`src/rtl/enc8b10b_lanes.sv`:
```
// Multi-byte 8b/10b encoder (IEEE 802.3 Cl.36 code groups), 2-stage pipeline.
// Optional ENC_COMMA_FLAG_EN adds out_comma (K28.1/K28.5/K28.7 per slot).

module enc8b10b_lane (
    input  logic        din_k,
    input  logic [7:0]  din,
`ifdef ENC_COMMA_FLAG_EN
    output logic        comma,
`endif
    output logic [22:0] cand
);
    logic [4:0] x;
    logic [2:0] y;
    logic [5:0] n6, c6_n, c6_p;
    logic [3:0] n4, c4_n, c4_p;
    logic       k_ok, k_err, flip6, flip4;

    always_comb begin
        k_ok  = (din[4:0] == 5'd28) || (din[7:5] == 3'd7 &&
                (din[4:0] == 5'd23 || din[4:0] == 5'd27 ||
                 din[4:0] == 5'd29 || din[4:0] == 5'd30));
        k_err = din_k && !k_ok;
        // an illegal control request is encoded as K28.5
        x = k_err ? 5'd28 : din[4:0];
        y = k_err ? 3'd5  : din[7:5];
        n6 = 6'b000000;
        case (x)
            5'd0:  n6 = 6'b100111;  5'd1:  n6 = 6'b011101;
            5'd2:  n6 = 6'b101101;  5'd3:  n6 = 6'b110001;
            5'd4:  n6 = 6'b110101;  5'd5:  n6 = 6'b101001;
            5'd6:  n6 = 6'b011001;  5'd7:  n6 = 6'b111000;
            5'd8:  n6 = 6'b111001;  5'd9:  n6 = 6'b100101;
            5'd10: n6 = 6'b010101;  5'd11: n6 = 6'b110100;
            5'd12: n6 = 6'b001101;  5'd13: n6 = 6'b101100;
            5'd14: n6 = 6'b011100;  5'd15: n6 = 6'b010111;
            5'd16: n6 = 6'b011011;  5'd17: n6 = 6'b100011;
            5'd18: n6 = 6'b010011;  5'd19: n6 = 6'b110010;
            5'd20: n6 = 6'b001011;  5'd21: n6 = 6'b101010;
            5'd22: n6 = 6'b011010;  5'd23: n6 = 6'b111010;
            5'd24: n6 = 6'b110011;  5'd25: n6 = 6'b100110;
            5'd26: n6 = 6'b010110;  5'd27: n6 = 6'b110110;
            5'd28: n6 = 6'b001110;  5'd29: n6 = 6'b101110;
            5'd30: n6 = 6'b011110;  5'd31: n6 = 6'b101011;
            default: n6 = 6'b000000;
        endcase
        if (din_k && x == 5'd28)
            n6 = 6'b001111;
        flip6 = ($countones(n6) != 3);
        c6_n  = n6;
        c6_p  = (flip6 || x == 5'd7) ? ~n6 : n6;

        n4 = 4'b0000;
        if (din_k) begin
            case (y)
                3'd0: n4 = 4'b1011;  3'd1: n4 = 4'b0110;
                3'd2: n4 = 4'b1010;  3'd3: n4 = 4'b1100;
                3'd4: n4 = 4'b1101;  3'd5: n4 = 4'b0101;
                3'd6: n4 = 4'b1001;  3'd7: n4 = 4'b0111;
                default: n4 = 4'b0000;
            endcase
            c4_n = n4;
            c4_p = ~n4;
        end else begin
            case (y)
                3'd0: n4 = 4'b1011;  3'd1: n4 = 4'b1001;
                3'd2: n4 = 4'b0101;  3'd3: n4 = 4'b1100;
                3'd4: n4 = 4'b1101;  3'd5: n4 = 4'b1010;
                3'd6: n4 = 4'b0110;  3'd7: n4 = 4'b1110;
                default: n4 = 4'b0000;
            endcase
            c4_n = n4;
            c4_p = (y == 3'd1 || y == 3'd2 || y == 3'd5 || y == 3'd6) ? n4 : ~n4;
            // A7 avoids a run of five equal bits across the 6b/4b boundary
            if (y == 3'd7) begin
                c4_n = (x == 5'd17 || x == 5'd18 || x == 5'd20) ? 4'b0111 : 4'b1110;
                c4_p = (x == 5'd11 || x == 5'd13 || x == 5'd14) ? 4'b1000 : 4'b0001;
            end
        end
        flip4 = (y == 3'd0 || y == 3'd4 || y == 3'd7);
    end

`ifdef ENC_COMMA_FLAG_EN
    assign comma = din_k && x == 5'd28 && (y == 3'd1 || y == 3'd5 || y == 3'd7);
`endif
    assign cand = {c6_n, c6_p, flip6, c4_n, c4_p, flip4, k_err};
endmodule

module enc8b10b_lanes #(
    parameter int NBYTES  = 2,
    parameter bit RD_INIT = 1'b0
) (
    input  logic                 clk,
    input  logic                 rst_n,
    input  logic                 in_valid,
    input  logic [8*NBYTES-1:0]  in_data,
    input  logic [NBYTES-1:0]    in_k,
    input  logic                 rd_load,
    input  logic                 rd_load_val,
    output logic                 out_valid,
    output logic [10*NBYTES-1:0] out_data,
    output logic                 out_rd,
`ifdef ENC_COMMA_FLAG_EN
    output logic [NBYTES-1:0]    code_err,
    output logic [NBYTES-1:0]    out_comma
`else
    output logic [NBYTES-1:0]    code_err
`endif
);
    typedef struct packed {
        logic [5:0] c6_n;
        logic [5:0] c6_p;
        logic       flip6;
        logic [3:0] c4_n;
        logic [3:0] c4_p;
        logic       flip4;
        logic       k_err;
    } lane_t;

    lane_t [NBYTES-1:0]   dec_w, s1_lane_d, s1_lane_q;
    logic                 s1_vld_d, s1_vld_q;
    logic                 out_valid_d, out_valid_q;
    logic [10*NBYTES-1:0] out_data_d, out_data_q, enc_data;
    logic [NBYTES-1:0]    code_err_d, code_err_q, enc_err;
    logic                 out_rd_d, out_rd_q, rd_d, rd_q;
    logic                 rd_start, rd_run;
    logic [5:0]           s6;
    logic [3:0]           s4;
`ifdef ENC_COMMA_FLAG_EN
    logic [NBYTES-1:0]    dec_comma_w, s1_comma_d, s1_comma_q, out_comma_d, out_comma_q;
`endif

    for (genvar i = 0; i < NBYTES; i++) begin : g_lane
        enc8b10b_lane u_lane (
            .din_k (in_k[i]),
            .din   (in_data[8*i +: 8]),
`ifdef ENC_COMMA_FLAG_EN
            .comma (dec_comma_w[i]),
`endif
            .cand  (dec_w[i])
        );
    end

    always_comb begin
        s1_vld_d  = in_valid;
        s1_lane_d = in_valid ? dec_w : s1_lane_q;
`ifdef ENC_COMMA_FLAG_EN
        s1_comma_d = in_valid ? dec_comma_w : s1_comma_q;
`endif
        // RD ripples slot 0 -> NBYTES-1, 4b choice uses the RD after its own 6b
        rd_start = rd_load ? rd_load_val : rd_q;
        rd_run   = rd_start;
        enc_data = '0;
        enc_err  = '0;
        s6       = '0;
        s4       = '0;
        for (int i = 0; i < NBYTES; i++) begin
            s6     = rd_run ? s1_lane_q[i].c6_p : s1_lane_q[i].c6_n;
            rd_run = rd_run ^ s1_lane_q[i].flip6;
            s4     = rd_run ? s1_lane_q[i].c4_p : s1_lane_q[i].c4_n;
            rd_run = rd_run ^ s1_lane_q[i].flip4;
            enc_data[10*i +: 10] = {s6, s4};
            enc_err[i]           = s1_lane_q[i].k_err;
        end
        out_valid_d = s1_vld_q;
        out_data_d  = s1_vld_q ? enc_data : out_data_q;
        code_err_d  = s1_vld_q ? enc_err  : code_err_q;
        out_rd_d    = s1_vld_q ? rd_run   : out_rd_q;
        rd_d        = s1_vld_q ? rd_run   : rd_start;
`ifdef ENC_COMMA_FLAG_EN
        out_comma_d = s1_vld_q ? s1_comma_q : out_comma_q;
`endif
    end

    always_ff @(posedge clk or negedge rst_n) begin
        if (!rst_n) begin
            s1_vld_q    <= 1'b0;
            s1_lane_q   <= '0;
            out_valid_q <= 1'b0;
            out_data_q  <= '0;
            code_err_q  <= '0;
            out_rd_q    <= RD_INIT;
            rd_q        <= RD_INIT;
        end else begin
            s1_vld_q    <= s1_vld_d;
            s1_lane_q   <= s1_lane_d;
            out_valid_q <= out_valid_d;
            out_data_q  <= out_data_d;
            code_err_q  <= code_err_d;
            out_rd_q    <= out_rd_d;
            rd_q        <= rd_d;
        end
    end

`ifdef ENC_COMMA_FLAG_EN
    always_ff @(posedge clk or negedge rst_n) begin
        if (!rst_n) begin
            s1_comma_q  <= '0;
            out_comma_q <= '0;
        end else begin
            s1_comma_q  <= s1_comma_d;
            out_comma_q <= out_comma_d;
        end
    end
    assign out_comma = out_comma_q;
`endif

    assign out_valid = out_valid_q;
    assign out_data  = out_data_q;
    assign code_err  = code_err_q;
    assign out_rd    = out_rd_q;
endmodule

```
`config.mk`:
```
export PLATFORM = sky130hd
export DESIGN_NAME = enc8b10b_lanes
export DESIGN_NICKNAME = d
export VERILOG_FILES = /design/src/rtl/enc8b10b_lanes.sv
export SDC_FILE = /design/constraint.sdc
export NUM_CORES = 1
export LEC_CHECK = 0
export CORE_MARGIN = 5
export CORE_UTILIZATION = 55
export CTS_CLUSTER_SIZE = 16
export DETAILED_ROUTE_END_ITERATION = 12
export PLACE_DENSITY = 0.73
export REMOVE_ABC_BUFFERS = 1
export SETUP_SLACK_MARGIN = 0.5
export SYNTH_ARGS = -nofsm -noshare
export SYNTH_HDL_FRONTEND = slang
export SYNTH_HIERARCHICAL = 1
export SYNTH_SLANG_ARGS = --single-unit
```
`constraint.sdc`:
```
create_clock -name clk -period 3.3 [get_ports clk]
set_input_delay 0.66 -clock clk [delete_from_list [all_inputs] [get_ports clk]]
set_output_delay 0.66 -clock clk [all_outputs]
set_load 0.02 [all_outputs]
```
Word level (Yosys, flattened, before mapping)
Memories as Yosys holds them, arrays and structs flattened.
Cells that the tools add are included.
Storage, ports and cells
  memories: 6
  flip-flop bits (word level): 72
  output and inout port bits: 24
  input bits: 23
  ROM bits: 512
Cells by class
  multiplexer cells: 32
  bitwise operators: 10
  eq/ne operators: 42
  reduce and logical (&&, ||, !) cells: 38
  add/sub/neg operators: 10
Memory list
  (name not given): depth 32, width 6, rd ports 1, clocked after Yosys merged registers in 0, write ports 0, line 27  | case (x)
  (name not given): depth 32, width 6, rd ports 1, clocked after Yosys merged registers in 0, write ports 0, line 27
  (name not given): depth 8, width 4, rd ports 1, clocked after Yosys merged registers in 0, write ports 0, line 54  | case (y)
  (name not given): depth 8, width 4, rd ports 1, clocked after Yosys merged registers in 0, write ports 0, line 64  | case (y)
  (name not given): depth 8, width 4, rd ports 1, clocked after Yosys merged registers in 0, write ports 0, line 54
  (name not given): depth 8, width 4, rd ports 1, clocked after Yosys merged registers in 0, write ports 0, line 64
Operator list (number)
  32-bit adder: 4
  5-bit == test (second input constant): 18
  4-bit two-way mux: 20
  32-bit by 3-bit != test with 1-bit output (second input constant): 2
  6-bit two-way mux: 6
  3-bit == test (second input constant): 10
  5-bit by 4-bit == test with 1-bit output (second input constant): 6
  1-bit logical OR: 28
  4-bit inverter: 4
  1-bit by 1-bit adder with 2-bit output: 6
  6-bit inverter: 2
  5-bit by 3-bit == test with 1-bit output (second input constant): 2
  5-bit two-way mux: 2
  3-bit by 1-bit == test with 1-bit output (second input constant): 2
  3-bit by 2-bit == test with 1-bit output (second input constant): 2
  1-bit logical AND: 6
  3-bit logical NOT: 2
  3-bit two-way mux: 2
  1-bit bitwise XOR: 4
  1-bit logical NOT: 2
  1-bit two-way mux: 2

Depth between registers and ports, before layout
Gate-level depths: netlist (run 1).
  depth in word-level cells: 18
  depth in mapped cells: 24
  gate-level depth less buffers: 23

Cells and area by module
The synthesis (run 1) kept the hierarchy.
Modules (own cells, without submodules)
  enc8b10b_lanes: times used 1, area each 2862.7 um^2, sequential area each 1801.7 um^2, cells an instance 200
  enc8b10b_lane at g_lane[0].u_lane: times used 1, area each 1360.1 um^2, sequential area each 0.0 um^2, cells an instance 189
  enc8b10b_lane at g_lane[1].u_lane: times used 1, area each 1244.9 um^2, sequential area each 0.0 um^2, cells an instance 179

Worst setup path before layout (run 1)
No wires, ideal clock.
  path kind: in2reg
  start point: input port in_data[14]
  end point: register s1_lane_q[37] (netlist name)
  data required time: 3.175 ns
  arrival: 5.689 ns
  setup time: 0.125 ns
  cell stages on the path: 24
  slack: -2.514 ns
  cells stage by stage: and3_1 -> clkbuf_1 -> o21ai_0 -> o21ai_1 -> inv_1 -> nor2_1 -> inv_1 -> ha_1 -> nand2b_1 -> a21oi_1 -> o2111a_1 -> o32ai_2 -> fa_1 -> inv_1 -> fa_1 -> inv_1 -> ha_1 -> inv_1 -> fa_1 -> nand3b_1 -> a21oi_1 -> o211a_1 -> a211oi_1 -> mux2_2
RTL lines
  start: declaration: line 95  | input logic [8*NBYTES-1:0] in_data,
  end signal: assignment: line 185  | s1_lane_q <= s1_lane_d;
  end: declaration: line 119  | lane_t [NBYTES-1:0] dec_w, s1_lane_d, s1_lane_q;

==> results by group, run 1 <==
Die
  • Num ports: 47
  • Die X: 110 um
  • Core area: 0.00973 sq mm
  • Initial core utilization: 56.2%
  • DIE AREA: 0.0120 sq mm
  • Site row count: 36
  • Die height: 110 um

Finish
  • FILL cells: 568
  • Area of the multi-input gates: 0.00389 sq mm
  • Share of post-route cells with drive strength above 1: 47.8%
  • Register area: 0.00180 sq mm
  • Fin nets: 810
  • ANT cells: 0
  • Non-Filler Instances: 893
  • Final design utilization: 82.6%
  • Layout area overhead: 47.0%

Worst setup path
  • Element type at the critical path start: primary input
  • Highest net fanout along the worst path: 19
  • Worst EP required: 3.54 ns
  • Setup crit end kind: flip-flop
  • WS Path Type: in -> reg
  • Critical path arrival: 5.38 ns

Power and ir drop
  • Pwr Density: 524 mW/mm^2
  • Maximum vdd drop: 0.343 mV
  • Internal power: 0.00272 W
  • Sw power: 0.00149 W
  • Leakage power: 3.55 nW
  • Power Total: 0.00421 W
  • Clock power frac: 20.2%
  • Register share of total power: 30.8%
  • Logic pwr share: 49.0%
  • Sw Ratio: 35.4%

CTS
  • Clock Latency Late Sink: 0.35 ns
  • CTS buffer count: 9
  • CTS root buf: clkbuf_8
  • H-tree depth: 3
  • Hold_buf cts: 0
  • Clock Pin Slew Worst Setup and Hold Paths: 0.08 ns
  • Clock sinks: 72
  • Clk buf depth: 2
  • CTS tree: yes

Synth
  • Syn Area/Cell: 9.63 sq um
  • Synth Instances: 568
  • Mapped Area: 0.00547 sq mm
  • Yosys warns: 6
  • FFs w/ async S/R, synth: 100%
  • Post-synth EDFFs: 0
  • Post-synthesis sequential area ratio: 33.0%
  • Synth unique cells: 81
  • #FFs+latches synth: 72
  • Prevailing post-synth register cell: dfrtp_1

Global route
  • Global-route wire length before repair: 25,900 um
  • Largest net degree at the start of global routing: 48
  • Overall routing resource usage: 27.0%
  • Number of global-route vias before repair: 5,374
  • Initial antenna violation count: 0
  • GR Overflow Total: 0

Place
  • Port bufs: 46
  • DPL Wire Length: 10,600 um
  • Placed Instances: 846
  • GPL Wtd Cong: 0.947

Detailed routing
  • Via count: 5,270
  • Post-DRT Antenna Nets: 0
  • Wire per inst: 18.3 um
  • DRT iter0 DRCs: 284
  • First-pass DRT Iterations: 5
  • Final wirelength: 16,400 um
  • Vias per Instance: 5.90
  • # DRC: 0

STA
  • Final Slew Violations: 0
  • Final setup margin: -1.85 ns
  • Worst Skew: 0.00695 ns
  • Period utilization: 156%
  • Slew HR: 47.9%
  • Fin crit period: 5.15 ns
  • Tightest Pin Transition: 0.782 ns
  • Final setup vio count: 14
  • Hold WS: 0.384 ns
  • RSZ-0062 raised after global routing: yes
  • Max Clk Rate: 194 MHz
  • Setup TNS: -22.87 ns
  • Fin. Hold Viols: 0

Run status
  • Status: finished, violations left
  • Violated checks: setup timing

Flow run
  • Max cap viols: 0

Hold path
  • Hold Crit Class: in -> async
layout by cell type, fill, tap and decap left out, types with 5 or more instances in the layout:
cell type        netlist  routed
o21ai_0               20      10
a31oi_1               10       9
mux2i_1               24      23
ha_4                   0      12
nand2_1               28      25
buf_4                  9     157
a21oi_1               46      38
nor2_1                49      46
inv_1                 25      15
buf_6                  3      21
ha_2                   0       5
xnor2_2                1       8
clkbuf_8               0       9
fa_1                   6       6
nor3_1                12       8
mux2_4                 0      11
a21oi_2                0       7
inv_2                  0       9
o21ai_2                0       7
clkdlybuf4s50_1        0      28
xnor2_1               17      10
buf_8                  0       5
mux2_2                50      39
o211ai_1               5       5
dfrtp_1               72      72
ha_1                  26       9
nand2b_1              14      11
cell families (layout without fill, tap and decap cells):
group	after synthesis	count (layout)	share of synthesized area (%)
mux	74	74	14.7
simple gates	140	140	13.2
xor+xnor	25	25	4.69
fa+ha+maj	32	32	8.15
buf+inv	71	263	6.11
flops	72	72	33.0
compound gates	154	154	20.2
critical path: stages:
cell and delay [ns]:
clkdlybuf4s50_1 0.52, buf_4 0.28, inv_1 0.17, a2111o_1 0.37
buf_4 0.18, a21oi_1 0.29, o32ai_4 0.17, fa_1 0.53
inv_2 0.05, fa_1 0.50, inv_1 0.04, ha_2 0.17
inv_2 0.06, fa_1 0.41, nand3b_1 0.23, a21oi_2 0.21
buf_6 0.17, xor2_1 0.09, mux2_4 0.27
layer usage:
| metal | GRT usage [%] | vias up | part of all wire, % |
|---|---|---|---|
| met5 | 0 | - | 0 |
| met4 | 9.62 | 0 | 2.8 |
| met3 | 3.64 | 47 | 4.4 |
| met2 | 48.1 | 179 | 52 |
| met1 | 33.4 | 2608 | 41 |
| li1 | - | 2436 | - |
timing repair:
| item | 4_1_cts | 5_1_grt |
|---|---|---|
| gates cloned | 0 | 0 |
| pin swaps | 43 | 42 |
| setup buffers | 17 | 14 |
| gates resized for setup | 154 | 69 |
| hold endpoints to repair | 0 | 0 |
| endpoints found under the setup margin | 41 | 31 |
synth_stat cells, drive strengths merged, types with 5 or more instances:
| library cell | instances | area share [%] |
|---|---|---|
| nand2b | 14 | 1.6 |
| fa | 6 | 2.2 |
| buf | 25 | 3.0 |
| xor2 | 6 | 1.2 |
| dfrtp | 72 | 33 |
| nor3 | 12 | 1.1 |
| ha | 26 | 5.9 |
| nor2 | 49 | 3.4 |
| a31o | 5 | 0.80 |
| xnor2 | 18 | 3.0 |
| a31oi | 10 | 1.1 |
| a21oi | 46 | 4.2 |
| clkbuf | 20 | 1.4 |
| o211ai | 5 | 0.69 |
| a311oi | 6 | 0.96 |
| and3 | 5 | 0.57 |
| nand3 | 5 | 0.46 |
| a211oi | 5 | 0.78 |
| o21ai | 21 | 1.9 |
| a21boi | 5 | 0.69 |
| mux2i | 24 | 4.4 |
| nand2 | 28 | 1.9 |
| mux2 | 50 | 10 |
| inv | 25 | 1.7 |
state kept, by name, summed over array words and instances (netlist names):
name and flops:
rd_q 1, code_err 2, out_valid_d 1, enc_err 2, out_data 20, s1_lane_q 44, out_valid 1, out_rd 1
through the flow:
stage / area (sq um) / setup slack [ns]
2_1_floorplan: 5230 / -2.42
3_3_place_gp: 6930 / -2.45
3_5_place_dp: 6930 / -2.65
4_1_cts: 7690 / -1.66
5_1_grt: 8040 / -1.91
6_report: 8040 / -1.85
final cells by class:
class / count / share of cell area (%)
inverters: 26 / 1.25
clock buffers: 9 / 1.54
repair buffers: 221 / 22.8
flip-flops and latches: 72 / 22.4
multi-input cells: 425 / 48.4
clock inverters: 7 / 1.49
well taps: 133 / 2.07
power by group through the flow:
stage	combinational [W]	sequential, W	clock, W
final	0.00207	0.00130	0.000850
after CTS	0.00197	0.00129	0.000864
after global routing	0.00222	0.00132	0.000904
after floorplan	0.000925	0.00142	0
after global placement	0.00176	0.00128	0
after detailed placement	0.00181	0.00130	0
worst paths after layout:
kind	start	to	slack, ns	cells past startpoint
min in group clk	s1_lane_q[14]	s1_lane_q[14]	0.51	1
setup / recovery	in_k[1]	s1_lane_q[38]	-1.85	19
hold reg to reg	s1_lane_q[14]	s1_lane_q[14]	0.51	1
max in group asynchronous	rst_n	s1_lane_q[32]	2.14	2
hold / removal	rst_n	code_err[0]	0.38	1
setup reg to reg	rd_q	out_data[16]	1.52	5
Note: power is estimated with default switching activity, not from simulation.
==> run 2: changes to the inputs <==
--- a/config.mk
+++ b/config.mk
@@ -8,5 +8,5 @@
 export CORE_MARGIN = 5
 export CORE_UTILIZATION = 55
-export CTS_CLUSTER_SIZE = 16
+export CTS_CLUSTER_SIZE = 10
 export DETAILED_ROUTE_END_ITERATION = 12
 export PLACE_DENSITY = 0.73
==> constraint.sdc (replaced) <==
create_clock -name clk -period 3.3 [get_ports clk]
set_input_delay 0.825 -clock clk [delete_from_list [all_inputs] [get_ports clk]]
set_output_delay 0.825 -clock clk [all_outputs]
set_load 0.02 [all_outputs]
==> results by group, run 2 (synthesized netlist as in run 1, its figures left out) <==
Run status
  • Status: finished, violations left
  • Violated checks: setup timing

STA
  • Final setup margin: -2.06 ns
  • Final setup vio count: 15
  • Setup TNS: -27.60 ns
  • RSZ-0062 raised after global routing: yes
  • Period utilization: 162%
  • Slew HR: 37.7%
  • Tightest Pin Transition: 0.934 ns
  • Fin crit period: 5.36 ns
  • Max Clk Rate: 187 MHz
  • Worst Skew: 0.0119 ns
  • Final Slew Violations: 0
  • Fin. Hold Viols: 0

Die
  • Core area: 0.00973 sq mm
  • Initial core utilization: 56.2%
  • DIE AREA: 0.0120 sq mm
  • Num ports: 47
  • Die height: 110 um
  • Die X: 110 um
  • Site row count: 36

Place
  • GPL Wtd Cong: 0.954
  • Dpl cell area: 0.00697 sq mm
  • DP Worst Slack: -2.83 ns
  • DPL Wire Length: 10,800 um
  • Port bufs: 46

Detailed routing
  • # DRC: 0
  • Post-DRT Antenna Nets: 0
  • Wire per inst: 21.2 um
  • Via count: 5,570
  • Vias per Instance: 6.11
  • Final wirelength: 19,400 um
  • First-pass DRT Iterations: 5
  • DRT iter0 DRCs: 428

CTS
  • Clock Pin Slew Worst Setup and Hold Paths: 0.08 ns
  • Clock Latency Late Sink: 0.37 ns
  • Clk buf depth: 2
  • Hold_buf cts: 0
  • CTS tree: yes
  • H-tree depth: 3
  • Clock sinks: 72
  • CTS buffer count: 9
  • CTS root buf: clkbuf_8

Finish
  • ANT cells: 0
  • Design area: 0.00851 sq mm
  • Layout area overhead: 55.6%
  • Fin nets: 829
  • Share of post-route cells with drive strength above 1: 52.9%
  • Leading cell type in the layout, fill and taps excluded: buf_4
  • Max reg flops: 44
  • Top reg by flops: s1_lane_q
  • Leading cell types in the layout, fill and taps excluded: buf_4, dfrtp_1, buf_6

Flow run
  • Max cap viols: 0

Global route
  • Largest net degree at the start of global routing: 45
  • Global-route wire length before repair: 25,500 um
  • GR Overflow Total: 0
  • Overall routing resource usage: 26.8%
  • Initial antenna violation count: 0
  • Number of global-route vias before repair: 5,380

Worst setup path
  • WS Path Type: in -> reg
  • Critical path arrival: 5.61 ns
  • Element type at the critical path start: primary input
  • Highest net fanout along the worst path: 5
  • Setup crit end kind: flip-flop
  • Worst EP required: 3.55 ns

Power and ir drop
  • Maximum vdd drop: 0.352 mV
  • Pwr Density: 497 mW/mm^2
  • Leakage power: 3.77 nW

Hold path
  • Hold Crit Class: in -> async
-- run 2: cell count changes in the layout (fill, tap and decap cells not counted), moves of 5 or more --
cell,before,now
buf_6,21,45
mux2_4,11,23
ha_4,12,18
mux2_2,39,27
nor2_1,46,41
nor2_2,0,5
-- run 2: final cells by class --
class / count / area (sq um)
inverter: 26 / 106
clock inverter: 4 / 30.0
fill: 458 / 1220
tap: 133 / 166
timing repair buffer: 240 / 2060
multi-input combinational: 425 / 4200
clock buffer: 12 / 145
sequential: 72 / 1800
-- run 2: worst max-delay path, stage by stage --
cell,delay (ns)
buf_8,0.11
xor2_2,0.18
o211ai_1,0.17
buf_4,0.16
nand3_4,0.09
and2_4,0.22
inv_4,0.09
ha_4,0.16
buf_6,0.10
nand3b_1,0.09
buf_4,0.16
a31o_4,0.21
a31oi_4,0.22
fa_1,0.46
fa_1,0.51
ha_2,0.18
inv_2,0.04
fa_1,0.44
nand3b_1,0.28
a31oi_1,0.31
buf_4,0.26
xnor2_2,0.08
mux2_4,0.26
-- run 2: what timing repair did --
action                                  CTS  global route
buffers inserted                         22            24
resized for setup                       182           128
pin swaps                                45            57
endpoints found under the setup margin   44            37
-- run 2: stage by stage --
stage	instances	hold slack [ns]	util, %	power [W]
floorplan	523	0.475	-	0.00235
global placement	850	0.485	71.7	0.00305
detailed placement	850	0.495	71.7	0.00311
CTS	888	0.492	79.9	0.00394
global route	912	0.525	87.4	0.00443
finish	912	0.484	87.4	0.00422
-- run 2: per-layer routing --
| metal | wire length, um | track usage [%] |
|---|---|---|
| met1 | 7320 | 32.8 |
| met2 | 10000 | 46.9 |
| met3 | 1050 | 3.82 |
| met4 | 957 | 11.5 |
| met5 | 0 | 0 |
-- run 2: worst paths after layout --
check	from	endpoint	slack, ns	cells after the start
max	in_data[1]	s1_lane_q[13]	-2.06	23
max in group asynchronous	rst_n	s1_lane_q[18]	2.13	2
min in group clk	enc_err[1]	enc_err[1]	0.51	1
max reg2reg	rd_q	out_data[2]	1.41	5
min	rst_n	enc_err[0]	0.48	1
min reg2reg	enc_err[1]	enc_err[1]	0.51	1
-- run 2: report_power, final --
part | internal, W | total [W] | switching [W] | leakage [nW]
Clock | 0.000295 | 0.000654 | 0.000358 | 0.0866
Combinational | 0.00117 | 0.00226 | 0.00109 | 2.86
Sequential | 0.00114 | 0.00131 | 0.000168 | 0.824
==> run 3: changes to the inputs <==
Settings changed: HOLD_SLACK_MARGIN set to 0.03.
==> results of run 3 <==
Same layout as run 2: the final DEF is identical, and so are final timing and power.
